**src/rtl/alu_share_arbiter_if.sv**
```systemverilog
// alu_share_arbiter_if: request/response channels of both clients plus the shared ALU port.
interface alu_share_arbiter_if #(parameter int N = 4);
    logic [1:0]   req_valid;
    logic [1:0]   req_ready;
    logic [N-1:0] req_a0;
    logic [N-1:0] req_b0;
    logic [N-1:0] req_a1;
    logic [N-1:0] req_b1;
    logic [1:0]   req_op0;
    logic [1:0]   req_op1;
    logic [1:0]   rsp_valid;
    logic [1:0]   rsp_ready;
    logic [N-1:0] rsp_out;
    logic         rsp_cout;
    logic [N-1:0] alu_a;
    logic [N-1:0] alu_b;
    logic [1:0]   alu_ctrl;
    logic [N-1:0] alu_out;
    logic         alu_cout;
    modport master (
        output req_valid, req_a0, req_b0, req_a1, req_b1, req_op0, req_op1, rsp_ready, alu_out, alu_cout,
        input  req_ready, rsp_valid, rsp_out, rsp_cout, alu_a, alu_b, alu_ctrl
    );
    modport slave (
        input  req_valid, req_a0, req_b0, req_a1, req_b1, req_op0, req_op1, rsp_ready, alu_out, alu_cout,
        output req_ready, rsp_valid, rsp_out, rsp_cout, alu_a, alu_b, alu_ctrl
    );
endinterface

```
**src/rtl/alu_share_arbiter.sv**
```systemverilog
// alu_share_arbiter: round-robin sharing of one flag-less ALU between two requesters.
module alu_share_arbiter #(
    parameter int N = 4
) (
    input  logic                clk,
    input  logic                rst,
    alu_share_arbiter_if.slave  bus_io,
    output logic                busy_o,
    output logic                grant_id_o
);
    typedef enum logic [1:0] {IDLE, EXEC, RESP} state_t;
    state_t       state_q, state_d;
    logic         ptr_q, ptr_d;
    logic         gid_q, gid_d;
    logic [N-1:0] opa_q, opa_d;
    logic [N-1:0] opb_q, opb_d;
    logic [N-1:0] res_q, res_d;
    logic [1:0]   opc_q, opc_d;
    logic         cr_q, cr_d;
    logic         any_req, win, accept, rsp_done;
    assign any_req  = |bus_io.req_valid;
    // the pointer only breaks ties; a lone request always wins
    assign win      = &bus_io.req_valid ? ptr_q : bus_io.req_valid[1];
    assign accept   = (state_q == IDLE) && any_req;
    assign rsp_done = (state_q == RESP) && bus_io.rsp_ready[gid_q];
    always_ff @(posedge clk or posedge rst) begin
        if (rst) state_q <= IDLE;
        else     state_q <= state_d;
    end
    always_comb begin
        state_d = state_q;
        if (accept)                state_d = EXEC;
        else if (state_q == EXEC)  state_d = RESP;
        else if (rsp_done)         state_d = IDLE;
    end
    always_comb begin
        bus_io.req_ready = accept ? (win ? 2'b10 : 2'b01) : 2'b00;
        bus_io.rsp_valid = (state_q == RESP) ? (gid_q ? 2'b10 : 2'b01) : 2'b00;
        bus_io.rsp_out   = res_q;
        bus_io.rsp_cout  = cr_q;
        bus_io.alu_a     = opa_q;
        bus_io.alu_b     = opb_q;
        bus_io.alu_ctrl  = opc_q;
        busy_o           = state_q != IDLE;
        grant_id_o       = gid_q;
    end
    always_comb begin
        ptr_d = rsp_done ? ~gid_q : ptr_q;
        gid_d = accept ? win : gid_q;
        opa_d = accept ? (win ? bus_io.req_a1 : bus_io.req_a0) : opa_q;
        opb_d = accept ? (win ? bus_io.req_b1 : bus_io.req_b0) : opb_q;
        opc_d = accept ? (win ? bus_io.req_op1 : bus_io.req_op0) : opc_q;
        res_d = (state_q == EXEC) ? bus_io.alu_out : res_q;
        // XOR/NOT carry is meaningless from a flag-less ALU, so it is masked
        cr_d  = (state_q == EXEC) ? (bus_io.alu_cout & ~opc_q[1]) : cr_q;
    end
    always_ff @(posedge clk or posedge rst) begin
        if (rst) begin
            ptr_q <= 1'b0;
            gid_q <= 1'b0;
            opa_q <= '0;
            opb_q <= '0;
            opc_q <= 2'b00;
            res_q <= '0;
            cr_q  <= 1'b0;
        end else begin
            ptr_q <= ptr_d;
            gid_q <= gid_d;
            opa_q <= opa_d;
            opb_q <= opb_d;
            opc_q <= opc_d;
            res_q <= res_d;
            cr_q  <= cr_d;
        end
    end
endmodule

```
**src/flat_wrapper.sv**
```systemverilog
// flat-port wrapper written by rule: the top's interface ports become plain ports
module alu_share_arbiter_flat 
#(
    parameter int N = 4
)
  (clk, rst, busy_o, grant_id_o, bus_io_req_valid, bus_io_req_a0, bus_io_req_b0, bus_io_req_a1, bus_io_req_b1, bus_io_req_op0, bus_io_req_op1, bus_io_rsp_ready, bus_io_alu_out, bus_io_alu_cout, bus_io_req_ready, bus_io_rsp_valid, bus_io_rsp_out, bus_io_rsp_cout, bus_io_alu_a, bus_io_alu_b, bus_io_alu_ctrl);
  alu_share_arbiter_if #(.N(N)) bus_io_i ();
  input  logic clk;
  input  logic rst;
  output logic busy_o;
  output logic grant_id_o;
  input wire logic [$bits(bus_io_i.req_valid)-1:0] bus_io_req_valid;
  input wire logic [$bits(bus_io_i.req_a0)-1:0] bus_io_req_a0;
  input wire logic [$bits(bus_io_i.req_b0)-1:0] bus_io_req_b0;
  input wire logic [$bits(bus_io_i.req_a1)-1:0] bus_io_req_a1;
  input wire logic [$bits(bus_io_i.req_b1)-1:0] bus_io_req_b1;
  input wire logic [$bits(bus_io_i.req_op0)-1:0] bus_io_req_op0;
  input wire logic [$bits(bus_io_i.req_op1)-1:0] bus_io_req_op1;
  input wire logic [$bits(bus_io_i.rsp_ready)-1:0] bus_io_rsp_ready;
  input wire logic [$bits(bus_io_i.alu_out)-1:0] bus_io_alu_out;
  input wire logic [$bits(bus_io_i.alu_cout)-1:0] bus_io_alu_cout;
  output wire logic [$bits(bus_io_i.req_ready)-1:0] bus_io_req_ready;
  output wire logic [$bits(bus_io_i.rsp_valid)-1:0] bus_io_rsp_valid;
  output wire logic [$bits(bus_io_i.rsp_out)-1:0] bus_io_rsp_out;
  output wire logic [$bits(bus_io_i.rsp_cout)-1:0] bus_io_rsp_cout;
  output wire logic [$bits(bus_io_i.alu_a)-1:0] bus_io_alu_a;
  output wire logic [$bits(bus_io_i.alu_b)-1:0] bus_io_alu_b;
  output wire logic [$bits(bus_io_i.alu_ctrl)-1:0] bus_io_alu_ctrl;
  assign bus_io_i.req_valid = bus_io_req_valid;
  assign bus_io_i.req_a0 = bus_io_req_a0;
  assign bus_io_i.req_b0 = bus_io_req_b0;
  assign bus_io_i.req_a1 = bus_io_req_a1;
  assign bus_io_i.req_b1 = bus_io_req_b1;
  assign bus_io_i.req_op0 = bus_io_req_op0;
  assign bus_io_i.req_op1 = bus_io_req_op1;
  assign bus_io_i.rsp_ready = bus_io_rsp_ready;
  assign bus_io_i.alu_out = bus_io_alu_out;
  assign bus_io_i.alu_cout = bus_io_alu_cout;
  assign bus_io_req_ready = bus_io_i.req_ready;
  assign bus_io_rsp_valid = bus_io_i.rsp_valid;
  assign bus_io_rsp_out = bus_io_i.rsp_out;
  assign bus_io_rsp_cout = bus_io_i.rsp_cout;
  assign bus_io_alu_a = bus_io_i.alu_a;
  assign bus_io_alu_b = bus_io_i.alu_b;
  assign bus_io_alu_ctrl = bus_io_i.alu_ctrl;
  alu_share_arbiter #(.N(N)) u_core (.clk(clk), .rst(rst), .bus_io(bus_io_i), .busy_o(busy_o), .grant_id_o(grant_id_o));
endmodule
```
**config.mk**
```make
export PLATFORM = sky130hd
export DESIGN_NAME = alu_share_arbiter_flat
export DESIGN_NICKNAME = d
export VERILOG_FILES = /design/src/rtl/alu_share_arbiter_if.sv /design/src/rtl/alu_share_arbiter.sv /design/src/flat_wrapper.sv
export SDC_FILE = /design/constraint.sdc
export NUM_CORES = 1
export LEC_CHECK = 0
export BUFFER_PORTS_ARGS = -buffer_cell sky130_fd_sc_hd__buf_2
export CAP_MARGIN = 20
export CORE_ASPECT_RATIO = 0.7
export CORE_MARGIN = 2
export CORE_UTILIZATION = 48
export CTS_BUF_LIST = sky130_fd_sc_hd__clkbuf_4
export CTS_CLUSTER_SIZE = 30
export DETAILED_ROUTE_END_ITERATION = 8
export PLACE_DENSITY = 0.87
export SYNTH_ARGS = -nofsm -noshare
export SYNTH_HDL_FRONTEND = slang
export SYNTH_SLANG_ARGS = --single-unit
```
**constraint.sdc**
```tcl
create_clock -name clk -period 2 [get_ports clk]
set_input_delay 0.1 -clock clk [delete_from_list [all_inputs] [get_ports clk]]
set_output_delay 0.1 -clock clk [all_outputs]
set_load 0.01 [all_outputs]
```
==> impl_metrics.ini <==
[status]
status = completed

[die]
die_w_um = 55.6
std_cell_rows = 13
die_area_um2 = 2230
fp.dieH_um = 40.1
start_util = 0.495
fp.coreArea_um2 = 1810
io_pins = 52

[synthesis]
synth-seq-cells = 19
async_reset_ff_frac = 1.00
yosysTopAreaCell = dfrtp_1
syn_area_per_cell_um2 = 10.8
synthFlopType = dfrtp_1
synth_top_cell_area_share = 0.532
synth_common_cells = dfrtp_1, nand2_1, a221o_1, nor3_1, mux2_2
synth_edf_count = 0
yosysMostFrequentCell = dfrtp_1
yosysWarnings = 0
synth_seq_area_share = 0.532
netlist_instances = 83
synth_cell_types = 23
synth_fp_nets = 114
syn_area_um2 = 893
synthTopCellsByArea = dfrtp_1, a221o_1, nand2_1, nor3_1, mux2_2

[clocking]
clkSinkCount = 19
postCtsSetupRepairBufs = 0
h-tree-depth = 1
cts_tree = built
cts_buffers = 3
clock_tree.buffer_depth = 2
cts_root_buf = clkbuf_4
clk_pin_slew_worst_paths_ps = 100
clk_latency_ps = 300

[detailed_routing]
routedWlPerCell_um = 13.0
drt_iter0_drc = 9
routed_wl_um = 2040
viasPerCell = 5.15
drc = 0
antenna_left = 0
dr.pass1.iters = 3
vias = 809

[setup_path]
end_kind = output pin
crit_arrival_ps = 1530
critPathMaxStageDelay_ps = 460
cp_max_fo = 12
crit_chain = nor2_2 > inv_1 > nor3b_2 > buf_2
critPathTopFamily = flip-flops
crit_buf_inv = 2
criticalPathCategory = reg2out
crit_path_top_delay_cell = dfrtp_1
worst_ep_required_time_ps = 1900
start_kind = flip-flop

[timing]
drv_slew = 0
tightest_slew_ps = 808
hold_viol = 0
fin_ws_ps = 372
period_needed_ps = 1630
maxSlewHeadroom = 0.458
setup_viol = 0
tns_ps = 0
finalCritPeriodShare = 0.814
final.setup_skew_ps = 1.55
rsz0062_at_grt = no
maxClockFrequency_ghz = 0.614

[layout]
seq_area_um2 = 475
multi_input_area_um2 = 368
antenna_cells = 0
final_cell_area_um2 = 1180
fill_cells = 148
fin_nets = 167
syn2layout_area_growth_pct = 32.6
layout-drive-gt1-share = 0.467

[place]
gp_congestion = 0.841
post-place-ws_ps = 536
postPlaceCellArea_um2 = 1140
dp_hpwl_um = 1540
port-buffer-count = 51

[grt]
grt_pass1_vias = 678
grt_overflow_total = 0
grt_max_degree = 20
grt_util_all_layers = 0.183
antenna_found_initial = 0
grt_pass1_wl_um = 2950

[hold_path]
hold_path.class = in2reg

[power]
irDropWorstVdd_uv = 325
leakage_nw = 0.632
power.density_nw_per_um2 = 589

[job]
cap_violations = 0
-- registers in the layout (all words and copies together), names as in the netlist --
signal	flops
u_core.bus_io.alu_ctrl	2
u_core.bus_io.rsp_out	4
u_core.ptr_q	1
u_core.grant_id_o	1
u_core.bus_io.alu_a	4
u_core.state_q	2
u_core.bus_io.alu_b	4
u_core.bus_io.rsp_cout	1
-- final cells by class --
type,instances,share of cell area
Timing Repair Buffer,53,0.230
Tap cell,22,0.0232
Multi-Input combinational cell,56,0.310
Clock buffer,4,0.0253
Inverter,3,0.00950
Sequential cell,19,0.401
-- through the flow --
step,std cells,hold WS (ps),utilization,power (mW)
2_1_floorplan,83,51.1,-,0.449
3_3_place_gp,152,230,0.634,0.496
3_5_place_dp,152,241,0.634,0.499
4_1_cts,157,24.9,0.656,0.699
5_1_grt,157,22.5,0.656,0.721
6_report,157,22.1,0.656,0.698
-- what timing repair did --
item,in CTS,in global routing
gates resized for setup,0,0
hold buffers,1,0
endpoints found under the setup margin,0,0
hold endpoints to repair,19,0
-- worst paths after layout --
check	start	endpoint	slack, ps	cells past startpoint
max	u_core.state_q[1]	bus_io_req_ready[1]	370	4
min	bus_io_req_a0[1]	u_core.bus_io.alu_a[1]	20	2
max reg2reg	u_core.state_q[1]	u_core.bus_io.alu_b[1]	520	3
min reg2reg	u_core.bus_io.rsp_cout	u_core.bus_io.rsp_cout	490	2
min in group asynchronous	rst	u_core.bus_io.alu_a[0]	420	3
max in group asynchronous	rst	u_core.bus_io.alu_b[1]	1150	3
-- cells in the final DEF, fill, tap and decap left out --
cell and n:
nand2_1 17, nand2b_1 2, nor3b_1 1, mux2i_1 1, dfrtp_1 19, buf_4 1
and3_4 1, buf_2 51, inv_1 3, nor2b_1 1, nand3b_1 1, nor3_1 10
a31oi_1 1, and3_1 1, a221o_1 10, nor3b_2 1, mux2_2 4, o21ai_0 2
dlygate4sd3_1 1, o21ai_1 1, clkbuf_4 4, a21o_1 1, nor2_2 1
-- cell families after synthesis --
kind of cell    share of synthesized area
compound gates                      0.144
flops                               0.532
simple gates                        0.206
buf+inv                            0.0560
mux                                0.0616
-- layer usage --
layer | track usage | part of all wire
met4 | 0.0976 | 0.021
met5 | 0 | 0
met2 | 0.310 | 0.44
met1 | 0.224 | 0.45
met3 | 0.0516 | 0.087
-- power by group --
part | switching, mW | total (mW) | internal, mW
clock network | 0.116 | 0.207 | 0.0914
registers | 0.00806 | 0.405 | 0.397
logic | 0.0403 | 0.0865 | 0.0462
Note: power is estimated with default switching activity, not from simulation.
